`src/rtl/traffic_pkg.sv`:
```
// Shared light encodings and request-FSM state type for the highway/country
// traffic-light controller and its upstream request conditioner.
package traffic_pkg;

  localparam logic [2:0] RED    = 3'b100;
  localparam logic [2:0] YELLOW = 3'b010;
  localparam logic [2:0] GREEN  = 3'b001;

  typedef enum logic [2:0] {
    IDLE  = 3'd0,
    WAIT  = 3'd1,
    REQ   = 3'd2,
    SERVE = 3'd3,
    DROP  = 3'd4
  } req_state_e;

  // States in which the controller is being asked to give country green.
  function automatic logic req_active(input req_state_e s);
    return (s == REQ) || (s == SERVE);
  endfunction

endpackage

```
`src/rtl/sensor_debounce.sv`:
```
// Two-flop synchroniser followed by a stability counter; the clean output only
// follows the synchronised input after DEBOUNCE_CYCLES consecutive disagreeing samples.
module sensor_debounce #(
  parameter int DEBOUNCE_CYCLES = 4,
  parameter int CNT_W           = 8
) (
  input  logic clk,
  input  logic rst_n,
  input  logic raw,
  output logic clean
);

  localparam logic [CNT_W-1:0] CNT_LAST = CNT_W'(DEBOUNCE_CYCLES - 1);
  localparam logic [CNT_W-1:0] CNT_ONE  = CNT_W'(1);

  logic             sync1_q;
  logic             sync2_q;
  logic [CNT_W-1:0] cnt_q;
  logic [CNT_W-1:0] cnt_d;
  logic             clean_q;
  logic             clean_d;

  always_ff @(posedge clk or negedge rst_n) begin
    if (!rst_n) begin
      sync1_q <= 1'b0;
      sync2_q <= 1'b0;
      cnt_q   <= '0;
      clean_q <= 1'b0;
    end else begin
      sync1_q <= raw;
      sync2_q <= sync1_q;
      cnt_q   <= cnt_d;
      clean_q <= clean_d;
    end
  end

  // Any agreeing sample restarts the count, so a short glitch never accumulates.
  always_comb begin
    cnt_d   = '0;
    clean_d = clean_q;
    if (sync2_q != clean_q) begin
      if (cnt_q == CNT_LAST) begin
        clean_d = ~clean_q;
      end else begin
        cnt_d = cnt_q + CNT_ONE;
      end
    end
  end

  assign clean = clean_q;

endmodule

```
`src/rtl/country_request_conditioner.sv`:
```
// Turns the country-road loop sensor into the controller's request input x,
// holding off for a minimum highway green and capping the country green dwell.
module country_request_conditioner
  import traffic_pkg::*;
#(
  parameter int DEBOUNCE_CYCLES = 4,
  parameter int MIN_HWY_GREEN   = 16,
  parameter int MAX_CTRY_GREEN  = 8,
  parameter int CNT_W           = 8
) (
  input  logic       clk,
  input  logic       rst_n,
  input  logic       en,
  input  logic       sensor_raw,
  input  logic [2:0] highway,
  input  logic [2:0] country,
  output logic       x,
  output logic       car_present,
  output logic       pending
);

  localparam logic [CNT_W-1:0] HWY_SAT  = CNT_W'(MIN_HWY_GREEN);
  localparam logic [CNT_W-1:0] CTRY_SAT = CNT_W'(MAX_CTRY_GREEN);
  localparam logic [CNT_W-1:0] CNT_ONE  = CNT_W'(1);

  req_state_e       state_q;
  req_state_e       state_d;
  logic [CNT_W-1:0] hwy_cnt_q;
  logic [CNT_W-1:0] hwy_cnt_d;
  logic [CNT_W-1:0] ctry_cnt_q;
  logic [CNT_W-1:0] ctry_cnt_d;
  logic             pending_q;
  logic             pending_d;
  logic             x_q;
  logic             car_clean;
  logic             hwy_green;
  logic             ctry_green;
  logic             ctry_red;
  logic             serve_entry;

  sensor_debounce #(
    .DEBOUNCE_CYCLES(DEBOUNCE_CYCLES),
    .CNT_W          (CNT_W)
  ) u_debounce (
    .clk  (clk),
    .rst_n(rst_n),
    .raw  (sensor_raw),
    .clean(car_clean)
  );

  assign hwy_green  = (highway == GREEN);
  assign ctry_green = (country == GREEN);
  assign ctry_red   = (country == RED);

  // Green timers: cleared by any non-green code (including illegal ones),
  // frozen while the controller is stopped, and saturating at their limit.
  always_comb begin
    hwy_cnt_d  = hwy_cnt_q;
    ctry_cnt_d = ctry_cnt_q;
    if (!hwy_green) begin
      hwy_cnt_d = '0;
    end else if (en && (hwy_cnt_q < HWY_SAT)) begin
      hwy_cnt_d = hwy_cnt_q + CNT_ONE;
    end
    if (!ctry_green) begin
      ctry_cnt_d = '0;
    end else if (en && (ctry_cnt_q < CTRY_SAT)) begin
      ctry_cnt_d = ctry_cnt_q + CNT_ONE;
    end
  end

  always_comb begin
    state_d = state_q;
    if (en) begin
      case (state_q)
        IDLE:    if (pending_q) state_d = WAIT;
        WAIT:    if (hwy_green && (hwy_cnt_q >= HWY_SAT)) state_d = REQ;
        REQ:     if (ctry_green) state_d = SERVE;
        SERVE:   if (!car_clean || (ctry_cnt_q >= CTRY_SAT)) state_d = DROP;
        DROP:    if (ctry_red) state_d = IDLE;
        default: state_d = IDLE;
      endcase
    end
  end

  assign serve_entry = (state_q == REQ) && (state_d == SERVE);

  // Set only under country red and cleared only on entry to SERVE (country
  // green), so the two never compete.
  always_comb begin
    pending_d = pending_q;
    if (car_clean && ctry_red) begin
      pending_d = 1'b1;
    end else if (serve_entry) begin
      pending_d = 1'b0;
    end
  end

  always_ff @(posedge clk or negedge rst_n) begin
    if (!rst_n) begin
      state_q    <= IDLE;
      hwy_cnt_q  <= '0;
      ctry_cnt_q <= '0;
      pending_q  <= 1'b0;
      x_q        <= 1'b0;
    end else begin
      state_q    <= state_d;
      hwy_cnt_q  <= hwy_cnt_d;
      ctry_cnt_q <= ctry_cnt_d;
      pending_q  <= pending_d;
      x_q        <= req_active(state_d);
    end
  end

  assign x           = x_q;
  assign car_present = car_clean;
  assign pending     = pending_q;

endmodule

```
`config.mk`:
```
export PLATFORM = sky130hd
export DESIGN_NAME = country_request_conditioner
export DESIGN_NICKNAME = d
export VERILOG_FILES = /design/src/rtl/traffic_pkg.sv /design/src/rtl/sensor_debounce.sv /design/src/rtl/country_request_conditioner.sv
export SDC_FILE = /design/constraint.sdc
export NUM_CORES = 1
export LEC_CHECK = 0
export ABC_AREA = 1
export BUFFER_PORTS_ARGS = -buffer_cell sky130_fd_sc_hd__buf_2
export CORE_MARGIN = 2
export CORE_UTILIZATION = 40
export DETAILED_ROUTE_END_ITERATION = 8
export GPL_ROUTABILITY_DRIVEN = 0
export MAX_ROUTING_LAYER = met4
export SKIP_CTS_REPAIR_TIMING = 1
export SLEW_MARGIN = 20
export SYNTH_ARGS = -nofsm -noshare
export SYNTH_HDL_FRONTEND = slang
export SYNTH_SLANG_ARGS = --single-unit
```
`constraint.sdc`:
```
create_clock -name clk -period 1.21 [get_ports clk]
set_clock_uncertainty 0.15 [all_clocks]
set_input_delay 0.242 -clock clk [delete_from_list [all_inputs] [get_ports clk]]
set_output_delay 0.242 -clock clk [all_outputs]
set_load 0.05 [all_outputs]
```
; ---- Word-level counts from Yosys, hierarchy flattened
; Cells that the tools add are included.
[word_totals]
regBits = 32
in_bits = 10
output_inout_bits = 3
wordCells = 56
[classes]
addsub = 3
order_cmp = 4
n_eq_ne = 13
mux = 15
n_bitwise = 1
reduce_logical = 11
[op_table]
columns = operator, n
row1 = 8-bit 2-to-1 mux, 6
row2 = "8-bit by 1-bit adder with 8-bit output, second input constant", 3
row3 = 3-bit 2-to-1 mux, 6
row4 = 3-bit case mux with 5 select lines, 1
row5 = "3-bit by 2-bit equality test with 1-bit output, second input constant", 4
row6 = "3-bit by 1-bit equality test with 1-bit output, second input constant", 3
row7 = "8-bit by 2-bit equality test with 1-bit output, second input constant", 1
row8 = "8-bit by 4-bit >= comparator with 1-bit output, second input constant", 1
row9 = "8-bit by 5-bit >= comparator with 1-bit output, second input constant", 1
row10 = "8-bit by 4-bit < comparator with 1-bit output, second input constant", 1
row11 = "8-bit by 5-bit < comparator with 1-bit output, second input constant", 1
row12 = "3-bit equality test, second input constant", 2
row13 = 1-bit logical AND, 5
row14 = "2-bit by 1-bit != test with 1-bit output, second input constant", 2
row15 = 3-bit logical NOT, 1
row16 = 1-bit logical OR, 2
row17 = 1-bit 2-to-1 mux, 2
row18 = 2-bit AND reduction, 1
row19 = 2-bit nonzero test, 1
row20 = 1-bit logical NOT, 1
row21 = 1-bit != test, 1
row22 = 1-bit inverter, 1

; ---- Longest topological paths before layout
; Gate-level depths: netlist of the first run.
[depth]
depth_word = 9
depth_mapped = 8
ltp_nobuf = 8

; ---- Modules after synthesis
; A second synthesis of the first run with hierarchy kept.
[hier_totals]
hier_cells = 187
area_unflattened_um2 = 1575.3
[by_module_without_submodules]
columns = mod, instances, cells_per_inst, area_per_inst_um2, seq_area_each_um2
row1 = country_request_conditioner, 1, 125, 1046.0, 525.5
row2 = sensor_debounce, 1, 62, 529.3, 275.3

; ---- Worst setup path after synthesis of the first run
; Ideal clock, no wire load.
[synth_timing]
kind = register to register
startpoint = reg u_debounce.clean_q, in the netlist u_debounce.clean
endpoint = reg u_debounce.cnt_q[6]
setup_time_ns = 0.088
t_arrival_ns = 1.164
required_ns = 0.972
path_slack_ns = -0.192
stages_incl_launch_ff = 4
n_path_buf = 0
period_less_slack_ns = 1.402
cell_sequence = dfrtp_1 -> xor2_1 -> inv_1 -> nor3b_1
[synth_via]
elab_chain_len = 2
[synth_rtl]
columns = element, line
row1 = start: declaration, sensor_debounce.sv:20  ; logic clean_q;
row2 = start signal: assignment, sensor_debounce.sv:33  ; clean_q <= clean_d;
row3 = 1-bit != test, sensor_debounce.sv:41  ; if (sync2_q != clean_q) begin
row4 = 8-bit 2-to-1 mux, sensor_debounce.sv:41
row5 = named net u_debounce.cnt_d[6], sensor_debounce.sv:19  ; logic [CNT_W-1:0] cnt_d;
row6 = end signal: assignment, sensor_debounce.sv:32  ; cnt_q <= cnt_d;
row7 = end: declaration, sensor_debounce.sv:18  ; logic [CNT_W-1:0] cnt_q;
; The timed path passes the listed nets, and every way through them passes these cells.
; A chain may end at the register's enable or synchronous reset.

; ---- Final worst setup path of the first run
[layout_timing]
startpoint = reg hwy_cnt_q[7]
endpoint = reg hwy_cnt_q[2]
[layout_via]
elab_chain_len = 3
[layout_rtl]
columns = element, line
row1 = start: declaration, country_request_conditioner.sv:28  ; logic [CNT_W-1:0] hwy_cnt_q;
row2 = start signal: assignment, country_request_conditioner.sv:108  ; hwy_cnt_q <= hwy_cnt_d;
row3 = 8-bit by 5-bit < comparator with 1-bit output, country_request_conditioner.sv:62  ; end else if (en && (hwy_cnt_q < HWY_SAT)) begin
row4 = 1-bit logical AND, country_request_conditioner.sv:62
row5 = 2-bit by 1-bit != test with 1-bit output (no line), --
; Every way passes these cells.

==> out/results.env, run 1 <==
DP.CELLS=254
HIGHEST_NET_FANOUT_ALONG_THE_WORST_PATH=5
WIRE_LENGTH_OF_THE_FIRST_GLOBAL_ROUTING_PASS_UM=5133
SETUP.WORST_PATH.START_CLASS='flip-flop'
ANTENNA_FOUND_INITIAL=0
YOSYSSEQAREASHARE_PCT=53.38
VIA_COUNT=1275
POST_DRT_VIA_CELL_RATIO=4.688
POWER.DENSITY_nW_PER_UM2=1601
CRITICAL-PATH-MAX-STAGE-DELAY_NS=0.39
HOLD_PATH_END='pending'
CLK_LATENCY_NS=0.28
NUMCTSBUFFERS=5
IR_DROP_uV=1105
WORST-ENDPOINT-REQUIRED_NS=1.25
TRITONCTS_NUM_SINKS=32
FIN_CRIT_NS=1.432
MAXIMUM_NUMBER_OF_PINS_ON_ONE_NET_BEFORE_GLOBAL_ROUTE_REPAIR=33
IOPINCOUNT=13
YOSYS_WARNINGS=0
SLEW_VIOL_FINAL=0
DRT_FIRST_ITER_VIOLATIONS=46
DOMINANTREGCELLSYNTH='sky130_fd_sc_hd__dfrtp_1'
DETAIL_ROUTE.DRC_VIOLATIONS=0
NUMBER_OF_STANDARD_CELL_ROWS_IN_THE_FLOORPLAN=22
PATH_CELLS='nor2_2 -> nand2_2 -> o21ai_4 -> buf_4 -> a21oi_2 -> nor3_1'
REG2REGPATHDEPTH=6
REGTOREGSETUPSLACK_NS=-0.22
GATE_COUNT_AFTER_TECHNOLOGY_MAPPING=177
ANTENNA_VIOLATING_NETS_POST_ROUTE=0
FINALWIRELENGTH_UM=3244
CTS.CLK_SLEW.WORST_PATHS_NS=0.07
SYNTH.LARGEST_AREA_CELL='sky130_fd_sc_hd__dfrtp_1'
INITIAL_CORE_UTIL_PCT=41.29
LAYOUT-DRIVE-GT1-SHARE_PCT=42.86
MOST_FREQUENT_CELL_AFTER_SYNTHESIS='sky130_fd_sc_hd__inv_1'
HPWL_UM=2077
INSTANCES_NO_FILL=272
FINALPOWER_uW=3449
SYNTH_ENABLE_FLOP_CELLS=0
DRT_PASS1_ITERATIONS=4
WORST_PIN_SLEW_NS=0.2547
HOLD_PATH_DEPTH=4
SYNTH.FF_LATCH_COUNT=32
ANTENNADIODECOUNT=0
DIE_OUTLINE_AREA_SQ_UM=4256
CORE_AREA_SQ_UM=3633
TRACK_USAGE_PCT=16.31
CRIT_SLOWEST_CELL='sky130_fd_sc_hd__dfrtp_1'
CRITPATHARRIVALTIME_NS=1.48
UNREPAIRED_SETUP_ENDPOINTS_AFTER_GLOBAL_ROUTING='true'
SYN-MEAN-INSTANCE-AREA_SQ_UM=8.476
MAX_SLEW_MARGIN_PCT=82.84
HOLD_PATH.CLASS='in -> reg'
WORST-SETUP-PATH-TYPE='reg -> reg'
OUTCOME='complete, but fails checks'
R2R-START='hwy_cnt_q[7]'
TIMING.FINAL.SETUP_VIOLATIONS=30
DIEHEIGHT_UM=65.24
SYNTH.NET_COUNT=192
DESIGN.FINAL.NETS=238
CTS_MAX_LEVEL=2
CLOCK_PATH_BUFFERS=2
SYNTHDOMINANTCELLAREASHARE_PCT=53.38
YS_TOP_CELLS_BY_COUNT='33 x sky130_fd_sc_hd__inv_1, 32 x sky130_fd_sc_hd__dfrtp_1, 29 x sky130_fd_sc_hd__nor2_1'
NUMBER_OF_MAXIMUM_CAPACITANCE_CONSTRAINT_VIOLATIONS=0
MIN_FROM='country[0]'
VIOLATED_CHECKS='negative setup slack'
CLOCK_TREE_FROM_TRITONCTS='done'
CRIT_BUF_INV=1
ASYNC_RESET_FF_SHARE_PCT=100.0
SYNTH_AREA_SQ_UM=1500
PATH_DELAY_FAMILY='simple AND/OR/NAND/NOR gates'
FINAL.SETUP.WORST_SLACK_NS=-0.2222
SYNTHTOPCELLSBYAREA='sky130_fd_sc_hd__dfrtp_1 53%, sky130_fd_sc_hd__inv_1 8.3%, sky130_fd_sc_hd__nor2_1 7.3%, sky130_fd_sc_hd__nand2_1 6.5%, sky130_fd_sc_hd__nand3_1 4.7%'
SYNTH_CELL_TYPES=20
POST_DRT_WL_PER_CELL_UM=11.93
GLOBALROUTEOVERFLOWTOTAL=0
R2R_END='hwy_cnt_q[2]'
PORTBUFFERS=12
FLOORPLAN.DIE.WIDTH_UM=65.24
LAYOUT_WORST_PATH_CYCLE_SHARE_PCT=118.4
FMAXACHIEVABLE_GHz=0.6982
HOLD_VIOLATIONS=0
FIRST_GLOBAL_VIAS=1286
SETUP-TNS-FINAL_NS=-2.762
LEAKAGE_uW=0.0009900
CTS-ROOT-BUF='sky130_fd_sc_hd__clkbuf_8'
AREA.GROWTH.SYNTH_TO_FINAL_PCT=43.62
ENDPOINT_KIND='flip-flop'
==> routing by layer <==
layer  global-route usage, %  up-vias  share of wire [%]
li1                        -      642                  -
met3                   3.596       10                2.7
met2                   29.08       22                 54
met1                   16.61      601                 40
met4                   8.854        0                2.8
met5                       -        -                  0
==> through the flow <==
stage	setup slack [ns]	utilization [%]	instance area, sq um	hold WS, ns
finish	-0.2222	59.30	2155	0.08926
global route	-0.3501	59.30	2155	0.1086
CTS	-0.2538	51.31	1864	-0.2368
detailed placement	-0.2325	48.73	1770	0.06254
global placement	-0.1863	48.73	1770	0.06055
floorplan	-0.1071	-	1510	-0.2036
==> final cells by class <==
cell class,instances,area (sq um)
clock buffer,7,86.33
timing repair buffer,40,325.3
sequential,32,804.5
multi-input combinational,110,743.2
inverter,34,127.6
tap,48,60.06
clock inverter,1,7.507
fill,314,1479
==> how the worst max path moves through the flow <==
stage	from	endpoint	slack (ns)	cells after the start
final	hwy_cnt_q[7]	hwy_cnt_q[2]	-0.22	6
after global routing	hwy_cnt_q[7]	hwy_cnt_q[4]	-0.35	7
after CTS	hwy_cnt_q[6]	hwy_cnt_q[4]	-0.25	7
after detailed placement	hwy_cnt_q[6]	hwy_cnt_q[4]	-0.23	7
after global placement	hwy_cnt_q[6]	hwy_cnt_q[4]	-0.19	7
after floorplan	hwy_cnt_q[4]	hwy_cnt_q[4]	-0.11	7
==> kinds of logic (layout without fill, tap and decap cells) <==
group | count (synthesis) | in the layout | synth area share (%)
simple gates | 85 | 85 | 25.27
buf+inv | 35 | 82 | 9.008
flops | 32 | 32 | 53.38
compound gates | 18 | 18 | 7.006
fa+ha+maj | 5 | 5 | 4.170
xor+xnor | 2 | 2 | 1.168
==> state kept, by name, indices dropped and copies added, names as in the netlist <==
register,count
ctry_cnt_q,8
hwy_cnt_q,8
u_debounce.cnt_q,8
state_q,3
pending,1
u_debounce.clean,1
u_debounce.sync1_q,1
u_debounce.sync2_q,1
x,1
==> report_power, final <==
part	switching [uW]	total [uW]	internal (uW)
registers	182	1400	1220
clock network	380	842	462
logic	682	1200	520
total	1240	3450	2200
==> cells in the final DEF, fill, tap and decap left out, types with 3 or more instances in the layout <==
cell | Yosys | layout
sky130_fd_sc_hd__buf_2 | 0 | 9
sky130_fd_sc_hd__dfrtp_1 | 32 | 29
sky130_fd_sc_hd__o21ai_0 | 10 | 4
sky130_fd_sc_hd__clkbuf_8 | 0 | 6
sky130_fd_sc_hd__nor3_1 | 8 | 5
sky130_fd_sc_hd__buf_6 | 0 | 8
sky130_fd_sc_hd__a21oi_1 | 6 | 5
sky130_fd_sc_hd__inv_2 | 1 | 8
sky130_fd_sc_hd__nand3_1 | 14 | 6
sky130_fd_sc_hd__o21ai_1 | 0 | 3
sky130_fd_sc_hd__nand3_2 | 0 | 6
sky130_fd_sc_hd__nand4_1 | 3 | 3
sky130_fd_sc_hd__dfrtp_2 | 0 | 3
sky130_fd_sc_hd__buf_4 | 1 | 20
sky130_fd_sc_hd__nand2_2 | 1 | 7
sky130_fd_sc_hd__inv_1 | 33 | 26
sky130_fd_sc_hd__nand2_1 | 26 | 19
sky130_fd_sc_hd__nor2_4 | 0 | 3
sky130_fd_sc_hd__ha_1 | 5 | 4
sky130_fd_sc_hd__o21ai_2 | 0 | 3
sky130_fd_sc_hd__nor2_1 | 29 | 19
sky130_fd_sc_hd__nor2_2 | 1 | 8
==> worst reg2reg max path, cell delays in order, from the launching register on <==
cell	delay, ns
sky130_fd_sc_hd__dfrtp_1	0.39
sky130_fd_sc_hd__nor2_2	0.13
sky130_fd_sc_hd__nand2_2	0.09
sky130_fd_sc_hd__o21ai_4	0.22
sky130_fd_sc_hd__buf_4	0.15
sky130_fd_sc_hd__a21oi_2	0.05
sky130_fd_sc_hd__nor3_1	0.18
Power figures use the tool's default switching activity.
==> run 2, diff against run 1 <==
SETUP_SLACK_MARGIN = 0.05   (was default)
==> out/results.env, run 2 (synthesis gave the netlist of run 1 again) <==
DESIGN.FINAL.NETS=239  # +0.42%
LAYOUT.CELL_AREA.NON_FILLER_SQ_UM=2258  # +4.8%
CRIT_BUF_INV=0  # -1
LAYOUT-DRIVE-GT1-SHARE_PCT=49.33  # +6.5 points
NUMBER_OF_MAXIMUM_CAPACITANCE_CONSTRAINT_VIOLATIONS=0  # unchanged
UNREPAIRED_SETUP_ENDPOINTS_AFTER_GLOBAL_ROUTING='true'
MAX_SLEW_MARGIN_PCT=82.27  # -0.57 points
PLACEMENT.SETUP.WORST_SLACK_NS=-0.2591  # -0.02658 ns
FLOORPLAN.DIE.WIDTH_UM=65.24  # unchanged
SEQ_AREA_SQ_UM=805.8  # +0.16%
NUMBER_OF_STANDARD_CELL_ROWS_IN_THE_FLOORPLAN=22  # unchanged
ANTENNADIODECOUNT=0  # unchanged
AREA.GROWTH.SYNTH_TO_FINAL_PCT=50.54
REGTOREGSETUPSLACK_NS=-0.26  # -0.04 ns
ANTENNA_VIOLATING_NETS_POST_ROUTE=0  # unchanged
ANTENNA_FOUND_INITIAL=0  # unchanged
VIOLATED_CHECKS='negative setup slack'
OUTCOME='complete, but fails checks'
FINAL_COMMON_CELL='sky130_fd_sc_hd__dfrtp_1'
WIRE_LENGTH_OF_THE_FIRST_GLOBAL_ROUTING_PASS_UM=5140  # +0.14%
CORE_AREA_SQ_UM=3633  # unchanged
HOLD_PATH_DEPTH=4  # unchanged
WORSTSETUPPATHDEPTH=7  # +1
DRT_PASS1_ITERATIONS=4  # unchanged
SEQ_POWER_SHARE_PCT=37.3  # -3.4 points
INTERNAL-POWER_uW=2472  # +12%
CLOCK_PATH_BUFFERS=2  # unchanged
TRITONCTS_NUM_SINKS=32  # unchanged
HIGHEST_NET_FANOUT_ALONG_THE_WORST_PATH=7  # +2
DIEHEIGHT_UM=65.24  # unchanged
VIA_COUNT=1282  # +0.55%
LEAKAGE_uW=0.001041  # +5.1%
FMAXACHIEVABLE_GHz=0.6805  # -2.5%
DETAILED_PLACE.AREA_SQ_UM=1812  # +2.3%
DETAIL_ROUTE.DRC_VIOLATIONS=0  # unchanged
CTS-ROOT-BUF='sky130_fd_sc_hd__clkbuf_8'
CRITPATHMOSTFREQUENTCELL='sky130_fd_sc_hd__nand2_2'
PATH_CELLS='nor2_2 -> nand2_2 -> o21ai_4 -> nand2_2 -> nor2_4 -> nand2_2 -> a21oi_2'
CLK_LATENCY_NS=0.28  # about the same
CRITICAL-PATH-MAX-STAGE-DELAY_NS=0.40  # about the same
MOSTFREQUENTLAYOUTCELLS='28 x sky130_fd_sc_hd__dfrtp_1, 26 x sky130_fd_sc_hd__inv_1, 20 x sky130_fd_sc_hd__buf_4, 17 x sky130_fd_sc_hd__nor2_1, 15 x sky130_fd_sc_hd__nand2_1'
FIN_WORST_HOLD_SLACK_NS=0.09029  # +0.001030 ns
TRACK_USAGE_PCT=16.31  # about the same
CTS.CLK_SLEW.WORST_PATHS_NS=0.07  # about the same
HOLD_VIOLATIONS=0  # unchanged
SHARE_COMB_OF_TOTAL_POWER_PCT=32.9  # -2.0 points
DIE_OUTLINE_AREA_SQ_UM=4256  # unchanged
CLOCK_TREE_FROM_TRITONCTS='done'
PORTBUFFERS=12  # unchanged
FINALWIRELENGTH_UM=3332  # +2.7%
SWITCHING_POWER_uW=1292  # +3.8%
MULTI_INPUT_COMB_AREA_SQ_UM=802.0  # +7.9%
CLKPWRFRAC_PCT=29.8  # +5.4 points
POST_DRT_WL_PER_CELL_UM=12.21  # +2.3%
IR_DROP_uV=1282  # +16%
CRIT_SLOWEST_CELL='sky130_fd_sc_hd__dfrtp_1'
LAYOUT_WORST_PATH_CYCLE_SHARE_PCT=121.5  # +3.1 points
LARGEST_REGISTERS='ctry_cnt_q x8, hwy_cnt_q x8, u_debounce.cnt_q x8'
TIMING.FINAL.SETUP_VIOLATIONS=30  # unchanged
FIRST_GLOBAL_VIAS=1253  # -2.6%
REG2REGPATHDEPTH=7  # +1
MAXIMUM_NUMBER_OF_PINS_ON_ONE_NET_BEFORE_GLOBAL_ROUTE_REPAIR=33  # unchanged
CTS_MAX_LEVEL=2  # unchanged
SWITCHING_SHARE_PCT=34.32  # -1.8 points
WORST-ENDPOINT-REQUIRED_NS=1.27  # +0.02 ns
FINAL.SETUP.WORST_SLACK_NS=-0.2596  # -0.03737 ns
SLEW_VIOL_FINAL=0  # unchanged
NUMCTSBUFFERS=5  # unchanged
HOLD_PATH.CLASS='in -> reg'
CRITPATHARRIVALTIME_NS=1.53  # +0.05 ns
GLOBALROUTEOVERFLOWTOTAL=0  # unchanged
SETUP.WORST_PATH.START_CLASS='flip-flop'
FINALPOWER_uW=3763  # +9.1%
POWER.DENSITY_nW_PER_UM2=1666  # +4.1%
FILLERINSTANCES=309  # -1.6%
IOPINCOUNT=13  # unchanged
ENDPOINT_KIND='flip-flop'
INITIAL_CORE_UTIL_PCT=41.29  # unchanged
WORST_PIN_SLEW_NS=0.2657  # +0.01101 ns
PATH_DELAY_FAMILY='simple AND/OR/NAND/NOR gates'
POST_DRT_VIA_CELL_RATIO=4.696  # +0.18%
FIN_CRIT_NS=1.470  # +0.03737 ns
WORST-SETUP-PATH-TYPE='reg -> reg'
HPWL_UM=2138  # +2.9%
POSTLAYOUTCOREUTIL_PCT=62.16  # +2.9 points
DRT_FIRST_ITER_VIOLATIONS=27  # -41%
==> run 2: cell type report <==
type,instances,area share (%)
inverter,34,5.651
multi-input combinational,110,35.51
sequential,32,35.68
clock inverter,1,1.330
timing repair buffer,41,14.90
tap,48,2.659
clock buffer,7,4.266
==> run 2: path summary, 6_finish.rpt <==
| kind | start | end |
|---|---|---|
| worst min register to register | u_debounce.sync1_q | u_debounce.sync2_q |
| worst min-delay path | country[0] | pending |
| worst max-delay path | hwy_cnt_q[4] | hwy_cnt_q[4] |
| worst max register to register | hwy_cnt_q[4] | hwy_cnt_q[4] |
| max in group asynchronous | rst_n | state_q[1] |
| min in group asynchronous | rst_n | u_debounce.cnt_q[3] |
==> run 2: worst min-delay path: cells and delay by family <==
kind                   cells  cell delay (ns)
and+or+nand+nor            3             0.16
buffers and inverters      1             0.09
==> run 2: routing by layer <==
metal	routed length [um]	vias to the layer above	part of all wire, %	global-route usage, %
li1	-	645	-	-
met1	1444	606	43	17.18
met2	1719	24	52	28.06
met3	115	7	3.5	5.308
met4	53	0	1.6	7.031
met5	0	-	0	-
==> run 2: stage by stage <==
step | std cells | TNS (ns)
finish | 273 | -3.701
global route | 273 | -5.789
CTS | 265 | -3.675
detailed placement | 257 | -2.857
global placement | 257 | -1.828
floorplan | 177 | -0.3885
==> run 2: power by group through the flow <==
stage	Clock [uW]	Sequential [uW]	Combinational [uW]
after floorplan	0	1520	408
after global placement	0	1350	874
after detailed placement	0	1360	902
after CTS	1150	1340	907
after global routing	1190	1430	1350
final	1120	1410	1240
